===== config.mk =====
export PLATFORM = sky130hd
export DESIGN_NAME = memoria_wr_arbiter
export DESIGN_NICKNAME = d
export VERILOG_FILES = /design/src/rtl/memoria_pkg.sv /design/src/rtl/memoria_wr_arbiter_rr_pick.sv /design/src/rtl/memoria_wr_arbiter.sv
export SDC_FILE = /design/constraint.sdc
export NUM_CORES = 1
export LEC_CHECK = 0
export BUFFER_PORTS_ARGS = -buffer_cell sky130_fd_sc_hd__buf_4
export CELL_PAD_IN_SITES_DETAIL_PLACEMENT = 0
export CELL_PAD_IN_SITES_GLOBAL_PLACEMENT = 1
export CORE_UTILIZATION = 25
export CTS_BUF_LIST = sky130_fd_sc_hd__clkbuf_2
export CTS_CLUSTER_DIAMETER = 80
export DETAILED_ROUTE_END_ITERATION = 10
export PLACE_DENSITY = 0.78
export SYNTH_ARGS = -nofsm -noshare
export SYNTH_HDL_FRONTEND = slang
export SYNTH_HIERARCHICAL = 1
export SYNTH_SLANG_ARGS = --single-unit

===== constraint.sdc =====
create_clock -name clk -period 2.18 [get_ports clk]
set_input_delay 0.109 -clock clk [delete_from_list [all_inputs] [get_ports clk]]
set_output_delay 0.109 -clock clk [all_outputs]
set_load 0.05 [all_outputs]

===== src/rtl/memoria_pkg.sv =====
// -----------------------------------------------------------------------------
// memoria_pkg
// Shared constants and types for the memoria write-port arbiter.
//   NREQ     : number of requesters competing for the write port
//   ADDR_W   : register-index width of the 16-entry register file
//   arb_state_e : FSM encoding (IDLE / WRITE / ACK)
//   PTR_RST  : reset value of the round-robin pointer, so that requester 0
//              has top priority after reset
// -----------------------------------------------------------------------------
package memoria_pkg;

    localparam int NREQ   = 4;
    localparam int ADDR_W = 4;

    typedef enum logic [1:0] {
        ST_IDLE  = 2'd0,
        ST_WRITE = 2'd1,
        ST_ACK   = 2'd2
    } arb_state_e;

    localparam logic [1:0] PTR_RST = 2'd3;

    // One-hot vector with only bit idx set; used for the per-requester pulses.
    function automatic logic [NREQ-1:0] grant_onehot(input logic [1:0] idx);
        logic [NREQ-1:0] v;
        v      = '0;
        v[idx] = 1'b1;
        return v;
    endfunction

endpackage


===== src/rtl/memoria_wr_arbiter_rr_pick.sv =====
// -----------------------------------------------------------------------------
// rr_pick
// Purely combinational round-robin winner selection.
//   req_i   [3:0] : pending requests
//   ptr_i   [1:0] : last served requester; search starts at ptr_i+1
//   valid_o       : at least one request is pending
//   g_o     [1:0] : index of the first set request searching upward from
//                   ptr_i+1, wrapping modulo 4 (ptr_i itself is searched last)
// -----------------------------------------------------------------------------
module rr_pick
    import memoria_pkg::*;
(
    input  logic [NREQ-1:0] req_i,
    input  logic [1:0]      ptr_i,
    output logic            valid_o,
    output logic [1:0]      g_o
);

    logic [1:0] cand_s;

    // Scan candidates from farthest to nearest so the nearest set request wins.
    always_comb begin
        valid_o = 1'b0;
        g_o     = ptr_i;
        cand_s  = ptr_i;
        for (int i = NREQ; i >= 1; i--) begin
            // offset 4 truncates to 0, i.e. the previous winner is checked last
            cand_s  = ptr_i + 2'(i);
            g_o     = req_i[cand_s] ? cand_s : g_o;
            valid_o = valid_o | req_i[cand_s];
        end
    end

endmodule


===== src/rtl/memoria_wr_arbiter.sv =====
// -----------------------------------------------------------------------------
// memoria_wr_arbiter
// Round-robin sequencer for the single write port (w, select_register, s) of
// the 16x16 register file `memoria`. One request is granted at a time; the
// granted request gets exactly one write cycle followed by a one-cycle ack.
//
// Ports
//   clk              in   system clock, rising edge
//   rst              in   synchronous, active-low reset
//   req      [3:0]   in   request per requester, held high until ack
//   req_addr [15:0]  in   4-bit register index per requester (k at [4k+3:4k])
//   req_data [4N-1:0] in  write data per requester (k at [Nk+N-1:Nk])
//   ack      [3:0]   out  one-cycle completion pulse to the granted requester
//   err      [3:0]   out  one-cycle protect-violation pulse, coincident with ack
//   busy             out  high whenever the FSM is not in IDLE
//   w                out  write enable to `memoria`
//   select_register  out  register index to `memoria`
//   s        [N-1:0] out  write data to `memoria`
//
// Build option
//   ARB_WRITE_PROTECT_EN : when defined, a grant whose register index has its
//   PROT_MASK bit set runs through WRITE with w held low and reports err.
//   When undefined, PROT_MASK is ignored and err stays 0.
//
// Timing: req sampled at edge E -> w high in the cycle after E -> ack high in
// the cycle after E+1 -> back in IDLE after E+2. All outputs are registered.
// -----------------------------------------------------------------------------
module memoria_wr_arbiter
    import memoria_pkg::*;
#(
    parameter int          N         = 16,
    parameter int          NREQ      = memoria_pkg::NREQ,
    parameter logic [15:0] PROT_MASK = 16'hE000
) (
    input  logic                   clk,
    input  logic                   rst,
    input  logic [NREQ-1:0]        req,
    input  logic [NREQ*ADDR_W-1:0] req_addr,
    input  logic [NREQ*N-1:0]      req_data,
    output logic [NREQ-1:0]        ack,
    output logic [NREQ-1:0]        err,
    output logic                   busy,
    output logic                   w,
    output logic [ADDR_W-1:0]      select_register,
    output logic [N-1:0]           s
);

    arb_state_e          state_q;
    logic [1:0]          ptr_q;
    logic [1:0]          grant_q;
    logic                prot_q;
    logic [NREQ-1:0]     ack_q;
    logic [NREQ-1:0]     err_q;
    logic                busy_q;
    logic                w_q;
    logic [ADDR_W-1:0]   sel_q;
    logic [N-1:0]        s_q;

    logic                pick_valid_s;
    logic [1:0]          pick_g_s;
    logic [ADDR_W-1:0]   win_addr_s;
    logic [N-1:0]        win_data_s;
    logic                prot_s;

    rr_pick u_pick (
        .req_i   (req),
        .ptr_i   (ptr_q),
        .valid_o (pick_valid_s),
        .g_o     (pick_g_s)
    );

    assign win_addr_s = req_addr[pick_g_s*ADDR_W +: ADDR_W];
    assign win_data_s = req_data[pick_g_s*N +: N];

`ifdef ARB_WRITE_PROTECT_EN
    assign prot_s = PROT_MASK[win_addr_s];
`else
    logic unused_prot_s;
    assign prot_s        = 1'b0;
    assign unused_prot_s = ^PROT_MASK;
`endif

    // Arbitration FSM with pointer, request latches and registered outputs.
    always_ff @(posedge clk) begin
        if (!rst) begin
            state_q <= ST_IDLE;
            ptr_q   <= PTR_RST;
            grant_q <= 2'd0;
            prot_q  <= 1'b0;
            ack_q   <= '0;
            err_q   <= '0;
            busy_q  <= 1'b0;
            w_q     <= 1'b0;
            sel_q   <= '0;
            s_q     <= '0;
        end else begin
            case (state_q)
                ST_IDLE: begin
                    ack_q <= '0;
                    err_q <= '0;
                    if (pick_valid_s) begin
                        // Latch the winner's request; later changes on the
                        // request bus no longer affect this transaction.
                        grant_q <= pick_g_s;
                        sel_q   <= win_addr_s;
                        s_q     <= win_data_s;
                        prot_q  <= prot_s;
                        w_q     <= ~prot_s;
                        busy_q  <= 1'b1;
                        state_q <= ST_WRITE;
                    end else begin
                        w_q     <= 1'b0;
                        busy_q  <= 1'b0;
                        state_q <= ST_IDLE;
                    end
                end
                ST_WRITE: begin
                    w_q     <= 1'b0;
                    ack_q   <= grant_onehot(grant_q);
                    err_q   <= prot_q ? grant_onehot(grant_q) : '0;
                    state_q <= ST_ACK;
                end
                ST_ACK: begin
                    ack_q   <= '0;
                    err_q   <= '0;
                    busy_q  <= 1'b0;
                    // Served requester drops to lowest priority next round.
                    ptr_q   <= grant_q;
                    state_q <= ST_IDLE;
                end
                default: begin
                    ack_q   <= '0;
                    err_q   <= '0;
                    busy_q  <= 1'b0;
                    w_q     <= 1'b0;
                    state_q <= ST_IDLE;
                end
            endcase
        end
    end

    assign ack             = ack_q;
    assign err             = err_q;
    assign busy            = busy_q;
    assign w               = w_q;
    assign select_register = sel_q;
    assign s               = s_q;

endmodule


# --- Word level (Yosys, flattened, before mapping) ---
# Index checks and enable logic that the tools add are counted.
word_totals:
  reg_bits: 32
op_classes:
  n_addsub: 3
  order_cmp: 6
  eq_ne: 2
  shift: 2
  n_mux: 18
  bitwise_logic: 3
  reduce_logical: 4
ops:
  columns: ["operator", "count"]
  rows:
  - ["indexed part select 64 x 7 -> 16 bit", 1]
  - ["indexed part select 16 x 5 -> 4 bit", 1]
  - ["< comparator 2 x 3 -> 1 bit (second input constant)", 5]
  - ["binary-select mux 1 bit (select 2 bit)", 4]
  - ["2-to-1 mux 1 bit", 7]
  - ["2-to-1 mux 2 bit", 3]
  - ["adder 2 bit (second input constant)", 2]
  - ["case mux 1 bit (2 select lines)", 2]
  - ["case mux 2 bit (2 select lines)", 1]
  - ["AND reduction 2 bit", 2]
  - ["OR 1 bit", 3]
  - ["adder 2 x 1 -> 2 bit (second input constant)", 1]
  - ["demux 1 bit (select 2 bit)", 1]
  - ["== test 2 x 1 -> 1 bit (second input constant)", 1]
  - ["== test 2 bit (second input constant)", 1]
  - [">= comparator 2 x 1 -> 1 bit (second input constant)", 1]
  - ["logical NOT 2 bit", 1]
  - ["logical AND 1 bit", 1]

# --- Depth between registers and ports, before layout ---
# Gate-level depths: netlist of the first run.
logic_depth:
  word_depth: 8
  ltp_mapped: 6
  mapped_depth_nobuf: 5

# --- Hierarchy ---
# Netlist of the first run, hierarchy kept.
modules_own_cells:
  columns: ["mod", "instances", "cells_each", "area_per_inst_um2", "seq_area_each_um2"]
  rows:
  - ["memoria_wr_arbiter", 1, 111, 1514.0, 640.6]
  - ["rr_pick", 1, 14, 82.6, 0.0]

# --- Worst setup path before layout of the first run ---
# Ideal clock, no wire load.
synth_path:
  kind: "register to register"
  startpoint: "register ptr_q[1]"
  endpoint: "register s_q[10], in the netlist s[10]"
  setup_ps: 117
  t_arrival_ps: 1711
  required_time_ps: 2063
  setup_slack_ps: 352
  path_stages_with_launch: 7
  n_path_buf: 1
  synth_period_minus_slack_ps: 1828
  path_cell_list: "dfxtp_1 -> mux2i_1 -> nor2_1 -> a221o_1 -> buf_6 -> mux4_2 -> a22o_1"
synth_via:
  elab_chain_cells: 7
synth_rtl:
  columns: ["element", "line", "text"]
  rows:
  - ["from (decl)", "memoria_wr_arbiter.sv:49", "logic [1:0] ptr_q;"]
  - ["from (signal assigned)", "memoria_wr_arbiter.sv:128", "ptr_q <= grant_q;"]
  - ["adder 2 bit", "memoria_wr_arbiter_rr_pick.sv:28", "cand_s = ptr_i + 2'(i);"]
  - ["binary-select mux 1 bit (select 2 bit)", "memoria_wr_arbiter_rr_pick.sv:29", "g_o = req_i[cand_s] ? cand_s : g_o;"]
  - ["2-to-1 mux 1 bit (not written as such)", "memoria_wr_arbiter_rr_pick.sv:29", null]
  - ["2-to-1 mux 2 bit (2 in series)", "memoria_wr_arbiter_rr_pick.sv:29", null]
  - ["2-to-1 mux 2 bit *", "memoria_wr_arbiter_rr_pick.sv:29", null]
  - ["via pick_g_s[0]", "memoria_wr_arbiter.sv:60", "logic [1:0] pick_g_s;"]
  - ["indexed part select 64 x 7 -> 16 bit *", "memoria_wr_arbiter.sv:73", "assign win_data_s = req_data[pick_g_s*N +: N];"]
  - ["to (signal assigned)", "memoria_wr_arbiter.sv:106", "s_q <= win_data_s;"]
  - ["to (decl)", "memoria_wr_arbiter.sv:57", "logic [N-1:0] s_q;"]
# Mark *: on every way through the listed nets, which the timed path passes. The rest lies on a longest branch. The select of a mux whose other input is x is not followed.
# A chain may end at the register's enable or synchronous reset.

# --- Final worst setup path of the first run ---
layout_path:
  startpoint: "register ptr_q[1]"
  endpoint: "register s_q[5], in the netlist s[5]"
# The elaborated chain is that of the path after synthesis.

==> results of run 1 <==
## per-layer routing
layer | vias up | GRT usage (%)
met3 | 6 | 4.56
met5 | - | 0
met2 | 86 | 22.8
li1 | 713 | -
met4 | 0 | 6.32
met1 | 684 | 16.4
## critical path, stage by stage, from the launching register on
cell     delay (ns)
dfxtp_1        0.48
mux2i_1        0.21
nor2_1         0.05
a221o_1        0.27
buf_4          0.20
mux4_1         0.45
a22o_1         0.23
## path summary, 6_finish.rpt
path / depth (start not counted) / endpoint / from
worst max-delay path: 6 / s[5] / ptr_q[1]
worst min-delay path: 3 / select_register[0] / req_addr[8]
worst max register to register: 6 / s[5] / ptr_q[1]
worst min register to register: 2 / w / w
## cell families after synthesis
logic type             Yosys count
AOI/OAI and AO/OA               31
buffers and inverters           16
DFF                             32
muxes                           23
other                            1
and+or+nand+nor                 22
## report_power, final
part	switching, mW	total [mW]	internal, mW
Clock	0.204	0.276	0.0718
Combinational	0.383	0.723	0.340
Sequential	0.0456	0.699	0.654
## cell usage in the layout, fill, tap and decap left out, types with 3 or more instances in the layout
master,count
a22o_1,20
nand2_1,6
nand2b_1,4
mux4_2,19
buf_4,116
clkbuf_2,5
conb_1,4
dfxtp_1,32
mux2i_1,3
inv_1,3
## stage by stage
step / std cells / area (sq um)
floorplan: 128 / 1610
global placement: 306 / 2500
detailed placement: 306 / 2500
CTS: 315 / 2550
global route: 315 / 2550
finish: 315 / 2550
## registers in the layout (all words and copies together), names as in the netlist
| name | flops |
|---|---|
| s | 16 |
| ack | 4 |
| select_register | 4 |
| grant_q | 2 |
| ptr_q | 2 |
| state_q | 2 |
| busy | 1 |
| w | 1 |
## layout make-up
| type | count | area [sq um] | area share (%) |
|---|---|---|---|
| Clock buffer | 5 | 25.0 | 0.983 |
| Clock inverter | 3 | 13.8 | 0.541 |
| Inverter | 3 | 11.3 | 0.442 |
| Multi-Input combinational cell | 80 | 881 | 34.6 |
| Sequential cell | 32 | 641 | 25.2 |
| Tap cell | 75 | 93.8 | 3.69 |
| Timing Repair Buffer | 117 | 881 | 34.6 |
==> results by group, run 1 <==
Route
  • Routed met2 length: 2130 microns
  • Uppermost layer routed: met4
  • Avg WL per Cell: 14.1 microns
  • WL final: 4440 microns
  • DR pass1 iterations: 4
  • Met1 WL: 1810 microns
  • Met3 WL: 426 microns
  • DRC: 0
  • Final ANT Viol Nets: 0
  • First DRT Iteration DRCs: 42
  • Via density: 4.73
  • Routed vias: 1,489

Floorplan
  • Initial Utilization: 26.5%
  • DIE HEIGHT: 81.9 microns
  • Die width: 81.9 microns
  • # rows: 28
  • Boundary Pins: 116
  • DIE AREA: 0.00671 sq mm
  • Core box area: 0.00603 sq mm

Global route
  • Initial antenna violation count: 0
  • Pin count of the biggest net entering global routing: 23
  • Vias in the first global route: 1,429
  • Total global-route track usage: 13.9%
  • First-pass GRT wire length: 6780 microns
  • Grt ovf: 0

Worst setup path
  • CP startpoint kind: register
  • Crit Path Max Fanout: 9
  • Worst Path Required: 2.45 ns
  • Crit path kind: reg -> reg
  • Worst EP arrival: 2.26 ns
  • Setup crit end kind: register
  • Reg-to-reg setup timing slack: 0.19 ns

Synthesis
  • Most common cell in the netlist: dfxtp_1
  • Post-synth top area share: 40.1%
  • Share of async-settable or async-resettable flops after synthesis: 0%
  • Mux contribution to synthesized area: 30.3%
  • Top cell type by total area after synthesis: dfxtp_1
  • Post-synth cell types: 28
  • Synth Area in Adders: 0%
  • Main combinational cell family by area after synthesis: multiplexers
  • Synth Register Bits: 32
  • Post-synthesis xor/xnor area fraction: 0%
  • Largest cells by area after synthesis: dfxtp_1 40%, mux4_2 27%, a22o_1 11%
  • Synth Flop Type: dfxtp_1
  • Syn Area/Cell: 12.8 sq um
  • Post-synth top cells: 32 x dfxtp_1, 20 x a22o_1, 19 x mux4_2
  • YS warnings: 6
  • Post-Syn Instances: 125
  • EDFF count, synth: 0
  • Mapped cell area: 0.00160 sq mm
  • Post-synthesis compound-gate area fraction: 15.4%
  • Simple-gate share of the synthesized area: 7.99%
  • Seq/Total Area, Yosys: 40.1%

Power
  • Pwr Density: 667 mW/mm^2
  • P_leak: 1.22 nW
  • Peak supply drop: 0.000305 V
  • Power Total: 1.70 mW

Timing
  • Unrepaired setup endpoints after global routing: no
  • Worst Hold Slack: 0.148 ns
  • Final hold vios: 0
  • Pins Over Slew Limit: 0
  • TNS Setup: 0 ns
  • Least-Margin Pin Slew: 0.973 ns
  • Clock skew: 0.0114 ns
  • Worst setup margin: 0.187 ns
  • Clock period minus worst slack: 1.99 ns
  • Setup Viol. Count Final: 0
  • Relative slew slack: 35.1%
  • Tcrit/Tclk final: 91.4%
  • Peak Freq: 502 MHz

CTS
  • Htree depth: 2
  • Clock root cell: clkbuf_2
  • CTS Buf Count: 5
  • Clk Latency, worst-skew pair: 0.36 ns
  • CTS Hold Bufs: 1
  • Post-CTS Repair Setup Buffers: 0
  • Longest Clk Path Bufs: 2
  • Clk slew on worst S/H paths: 0.17 ns
  • CTS tree: built
  • Sink Count: 32
  • PostCTS Resize Cnt: 0

Finish
  • Fillers: 598
  • Synth-to-layout area growth: 59.5%
  • ANT cells: 0
  • Share of post-route cells with drive strength above 1: 60.8%
  • Nets: 325
  • Final core occ: 42.3%

Placed design
  • Buffers on Ports: 111
  • HPWL after DPL: 3460 microns
  • Gpl congestion: 0.710
  • Pre-CTS setup slack: 0.192 ns

Run status
  • Status: finished, final reports clean

Run
  • Max cap viols: 0

Min path
  • Worst Hold Class: in -> reg
Power figures use the tool's default switching activity.
==> run 2: changes to the inputs <==
- CTS_BUF_LIST: sky130_fd_sc_hd__clkbuf_2 -> sky130_fd_sc_hd__clkbuf_8
==> run 2 against run 1 <==
  * Clock skew is 0.0050 ns lower
  * Cell area is 1.7% higher
  * Sequential share of layout area is 0.43 points lower
  * Fmax is 0.72% higher
  * Critical endpoint unchanged
  * Highest routed layer unchanged
==> results by group, run 2 (same netlist as run 1, synthesis figures left out) <==
Run status
  • Status: finished, final reports clean

Route
  • Final ANT Viol Nets: 0
  • Via density: 4.71
  • WL final: 4450 microns
  • Avg WL per Cell: 14.2 microns
  • First DRT Iteration DRCs: 42
  • DRC: 0
  • Routed vias: 1,479
  • DR pass1 iterations: 4

Worst setup path
  • Reg-to-reg setup timing slack: 0.20 ns
  • Crit Path Max Fanout: 9
  • Setup crit end kind: register
  • Worst path cell trace: mux2i_1 -> nor2_1 -> a221o_1 -> buf_4 -> mux4_1 -> a22o_1
  • Crit path max-delay family: multiplexers
  • End of the worst register-to-register path: s[5]
  • FF-to-FF Start: ptr_q[1]
  • Worst Path Buf+Inv: 1
  • Worst path slowest cell: mux4_1
  • CP startpoint kind: register
  • Worst EP arrival: 2.15 ns
  • Crit path kind: reg -> reg
  • CP max stage delay: 0.46 ns
  • Worst Path Required: 2.35 ns
  • R2R cell count: 6

Power
  • P_leak: 1.23 nW
  • Proportion of power drawn by the clock network: 24.6%
  • Pint: 1.24 mW
  • Switch Pwr: 0.643 mW
  • Sw Share: 34.1%
  • Peak supply drop: 0.000410 V
  • Sequential share of power: 37.1%
  • Pwr Density: 729 mW/mm^2
  • Logic pwr share: 38.3%

Timing
  • TNS Setup: 0 ns
  • Relative slew slack: 35.6%
  • Setup Viol. Count Final: 0
  • Clock skew: 0.00637 ns
  • Peak Freq: 506 MHz
  • Final hold vios: 0
  • Unrepaired setup endpoints after global routing: no
  • Pins Over Slew Limit: 0
  • Least-Margin Pin Slew: 0.965 ns
  • Tcrit/Tclk final: 90.7%
  • Clock period minus worst slack: 1.98 ns

CTS
  • Clk Latency, worst-skew pair: 0.28 ns
  • Post-CTS Repair Setup Buffers: 0
  • Sink Count: 32
  • PostCTS Resize Cnt: 0
  • CTS tree: built
  • Htree depth: 2
  • CTS Buf Count: 5
  • Longest Clk Path Bufs: 2
  • Clock root cell: clkbuf_8
  • Clk slew on worst S/H paths: 0.06 ns
  • CTS Hold Bufs: 0

Min path
  • Hold wc startpoint: rst
  • Hold EP: ptr_q[0]
  • Hold path depth: 2
  • Worst Hold Class: in -> reg

Finish
  • Synth-to-layout area growth: 62.2%
  • Final core occ: 43.0%
  • Most common cell after layout, fill and taps aside: buf_4
  • Fillers: 591
  • Max reg flops: 16
  • Commonest cells after routing, fill and taps aside: 116 x buf_4, 32 x dfxtp_1, 20 x a22o_1
  • ANT cells: 0
  • Share of post-route cells with drive strength above 1: 61.5%
  • Nets: 324

Floorplan
  • Die width: 81.9 microns
  • DIE AREA: 0.00671 sq mm
  • DIE HEIGHT: 81.9 microns
  • # rows: 28
  • Core box area: 0.00603 sq mm
  • Boundary Pins: 116
  • Initial Utilization: 26.5%

Placed design
  • Gpl congestion: 0.710
  • HPWL after DPL: 3460 microns
  • Buffers on Ports: 111

Global route
  • Total global-route track usage: 13.8%
  • Grt ovf: 0
  • Pin count of the biggest net entering global routing: 23
  • First-pass GRT wire length: 6780 microns
  • Initial antenna violation count: 0
  • Vias in the first global route: 1,427

Run
  • Max cap viols: 0
## run 2: per-layer routing
layer / up-vias / GRT usage [%] / part of all wire (%)
met4: 0 / 5.79 / 1.6
met1: 677 / 16.5 / 41
li1: 710 / - / -
met2: 86 / 22.9 / 48
met5: - / 0 / 0
met3: 6 / 4.22 / 9.9
## run 2: power by group through the flow
stage / Clock [mW] / Sequential, mW / Combinational (mW)
finish: 0.465 / 0.699 / 0.723
CTS: 0.486 / 0.700 / 0.732
global route: 0.507 / 0.710 / 0.767
global placement: 0 / 0.709 / 0.725
detailed placement: 0 / 0.711 / 0.733
floorplan: 0 / 0.906 / 0.278
## run 2: worst max path at each step
stage / from / to / slack (ns) / cells past startpoint
after global placement: ptr_q[1] / s[5] / 0.22 / 6
after CTS: ptr_q[1] / s[5] / 0.18 / 6
final: ptr_q[1] / s[5] / 0.20 / 6
after floorplan: ptr_q[1] / s[10] / 0.35 / 6
after global routing: ptr_q[1] / s[5] / 0.12 / 6
after detailed placement: ptr_q[1] / s[5] / 0.19 / 6
## run 2: worst register-to-register path: cells and delay by family (launching register included)
family | cells | cell delay [ns]
multiplexers | 2 | 0.67
AO/OA/AOI/OAI | 2 | 0.50
flip-flops | 1 | 0.45
buffers and inverters | 1 | 0.20
AND/OR/NAND/NOR | 1 | 0.05
## run 2: area by class of cell
cell class | instances | area [sq um] | share of cell area [%]
multi-input cells | 80 | 881 | 34.0
repair buffers | 116 | 871 | 33.6
flip-flops and latches | 32 | 641 | 24.7
well taps | 75 | 93.8 | 3.62
clock buffers | 6 | 82.6 | 3.19
inverters | 3 | 11.3 | 0.435
clock inverters | 2 | 10.0 | 0.386
## run 2: through the flow
stage	total power [mW]	setup WS, ns	hold slack, ns	area (sq um)	std cells
after floorplan	1.18	0.352	0.171	1610	128
after global placement	1.43	0.221	0.327	2500	306
after detailed placement	1.44	0.192	0.328	2500	306
after CTS	1.92	0.182	0.0347	2590	314
after global routing	1.98	0.117	0.0493	2590	314
final	1.89	0.202	0.0486	2590	314
==> run 3: changes to the inputs <==
- PLACE_DENSITY: 0.78 -> 0.8
- TNS_END_PERCENT: not set -> 100
- clock period: 2.18 -> 1.63 ns (I/O delays scaled with it)
==> run 3 against run 2 <==
  * The run now ends with setup timing left
  * Final cell count rose by 2.2%
  * Sequential power rose by 33%
  * Critical path depth did not move
  * Sequential share of layout area fell by 0.50 points
  * Critical path type unchanged
  * Sequential cell count did not move
  * Largest cell class is now non-clock buffers
==> results by group, run 3 (same netlist as run 1, synthesis figures left out) <==
Run status
  • Status: complete, but fails checks
  • Failing checks: setup timing

Timing
  • Pins Over Slew Limit: 0
  • Clock period minus worst slack: 1.87 ns
  • Peak Freq: 534 MHz
  • TNS Setup: -4.22 ns
  • Worst setup margin: -0.242 ns
  • Setup Viol. Count Final: 20
  • Final hold vios: 0
  • Unrepaired setup endpoints after global routing: yes
  • Relative slew slack: 37.3%
  • Least-Margin Pin Slew: 0.939 ns
  • Tcrit/Tclk final: 115%
  • Clock skew: 0.00676 ns

CTS
  • Clock root cell: clkbuf_8
  • CTS Hold Bufs: 0
  • Longest Clk Path Bufs: 2
  • Clk slew on worst S/H paths: 0.07 ns
  • Clk Latency, worst-skew pair: 0.28 ns
  • CTS Buf Count: 5
  • Sink Count: 32
  • Htree depth: 2
  • CTS tree: built

Floorplan
  • DIE HEIGHT: 81.9 microns
  • DIE AREA: 0.00671 sq mm
  • Core box area: 0.00603 sq mm
  • Die width: 81.9 microns
  • Boundary Pins: 116
  • # rows: 28
  • Initial Utilization: 26.5%

Finish
  • Max reg flops: 16
  • Commonest cells after routing, fill and taps aside: 120 x buf_4, 30 x dfxtp_1, 20 x mux4_2, 20 x a22o_1
  • Share of post-route cells with drive strength above 1: 63.8%
  • Fillers: 579
  • Most common cell after layout, fill and taps aside: buf_4
  • Nets: 331
  • ANT cells: 0
  • Synth-to-layout area growth: 66.8%

Worst setup path
  • Crit Path Max Fanout: 12
  • FF-to-FF Start: ptr_q[1]
  • Worst path cell trace: mux2i_1 -> nor2_1 -> a221o_1 -> buf_6 -> mux4_2 -> a22o_1
  • Crit path kind: reg -> reg
  • Worst setup startpoint: ptr_q[1]
  • Crit path to: s[13]
  • End of the worst register-to-register path: s[13]
  • Worst EP arrival: 2.04 ns
  • Worst Path Required: 1.80 ns
  • CP startpoint kind: register
  • Worst path slowest cell: mux4_2
  • CP max stage delay: 0.44 ns
  • Setup crit end kind: register
  • R2R cell count: 6
  • Reg-to-reg setup timing slack: -0.24 ns

Global route
  • First-pass GRT wire length: 7090 microns
  • Grt ovf: 0
  • Pin count of the biggest net entering global routing: 23
  • Total global-route track usage: 14.2%
  • Initial antenna violation count: 0
  • Vias in the first global route: 1,520

Placed design
  • HPWL after DPL: 3790 microns
  • Gpl congestion: 0.829
  • Buffers on Ports: 111

Route
  • Via density: 4.85
  • DRC: 0
  • Routed vias: 1,558
  • WL final: 4670 microns
  • Final ANT Viol Nets: 0
  • First DRT Iteration DRCs: 58
  • Avg WL per Cell: 14.5 microns
  • DR pass1 iterations: 4

Power
  • Peak supply drop: 0.000489 V
  • Pwr Density: 962 mW/mm^2
  • Power Total: 2.56 mW
  • P_leak: 1.27 nW

Run
  • Max cap viols: 0

Min path
  • Worst Hold Class: in -> reg
==> run 3: area by class of cell <==
class	instances	area [sq um]	share of cell area (%)
inverter	3	11.3	0.423
sequential	32	646	24.2
tap	75	93.8	3.52
timing repair buffer	123	943	35.4
clock inverter	2	10.0	0.376
multi-input combinational	80	877	32.9
clock buffer	6	82.6	3.10
==> run 3: critical path: cells and delay by family, from the launching register on <==
kind	cells	cell delay [ns]
flops	1	0.37
mux	2	0.63
buf+inv	1	0.19
simple gates	1	0.06
compound gates	2	0.51
==> run 3: how the worst min path moves through the flow <==
stage	from	endpoint	slack, ns	depth (start not counted)
after CTS	rst	ptr_q[0]	0.005	2
after detailed placement	rst	ptr_q[0]	0.30	2
final	rst	ptr_q[0]	0.004	2
after global routing	rst	ptr_q[0]	0.01	2
after global placement	rst	ptr_q[0]	0.30	2
after floorplan	rst	ptr_q[1]	0.14	1
==> run 3: where the power goes <==
group	switching [mW]	internal, mW
Sequential	0.0557	0.874
Clock	0.285	0.336
Combinational	0.529	0.483
==> run 3: what timing repair did <==
| item | 4_1_cts | 5_1_grt |
|---|---|---|
| endpoints found under the hold margin | 0 | 0 |
| setup endpoints to repair | 20 | 20 |
| gates resized for setup | 3 | 1 |
| cloned | 0 | 0 |
| setup buffers | 0 | 0 |
==> run 3: routing by layer <==
layer	wire (microns)	track usage, %	vias up
li1	-	-	725
met5	0	0	-
met3	479	5.33	6
met4	61	5.44	0
met2	2330	23.4	90
met1	1790	16.6	737
==> run 3: stage by stage <==
step | hold WS [ns] | setup slack (ns) | util (%) | area, sq um | cells
floorplan | 0.143 | -0.125 | - | 1610 | 128
global placement | 0.301 | -0.218 | 42.6 | 2570 | 313
detailed placement | 0.303 | -0.280 | 42.6 | 2570 | 313
CTS | 0.00508 | -0.241 | 44.2 | 2660 | 321
global route | 0.0130 | -0.318 | 44.2 | 2660 | 321
finish | 0.00406 | -0.242 | 44.2 | 2660 | 321
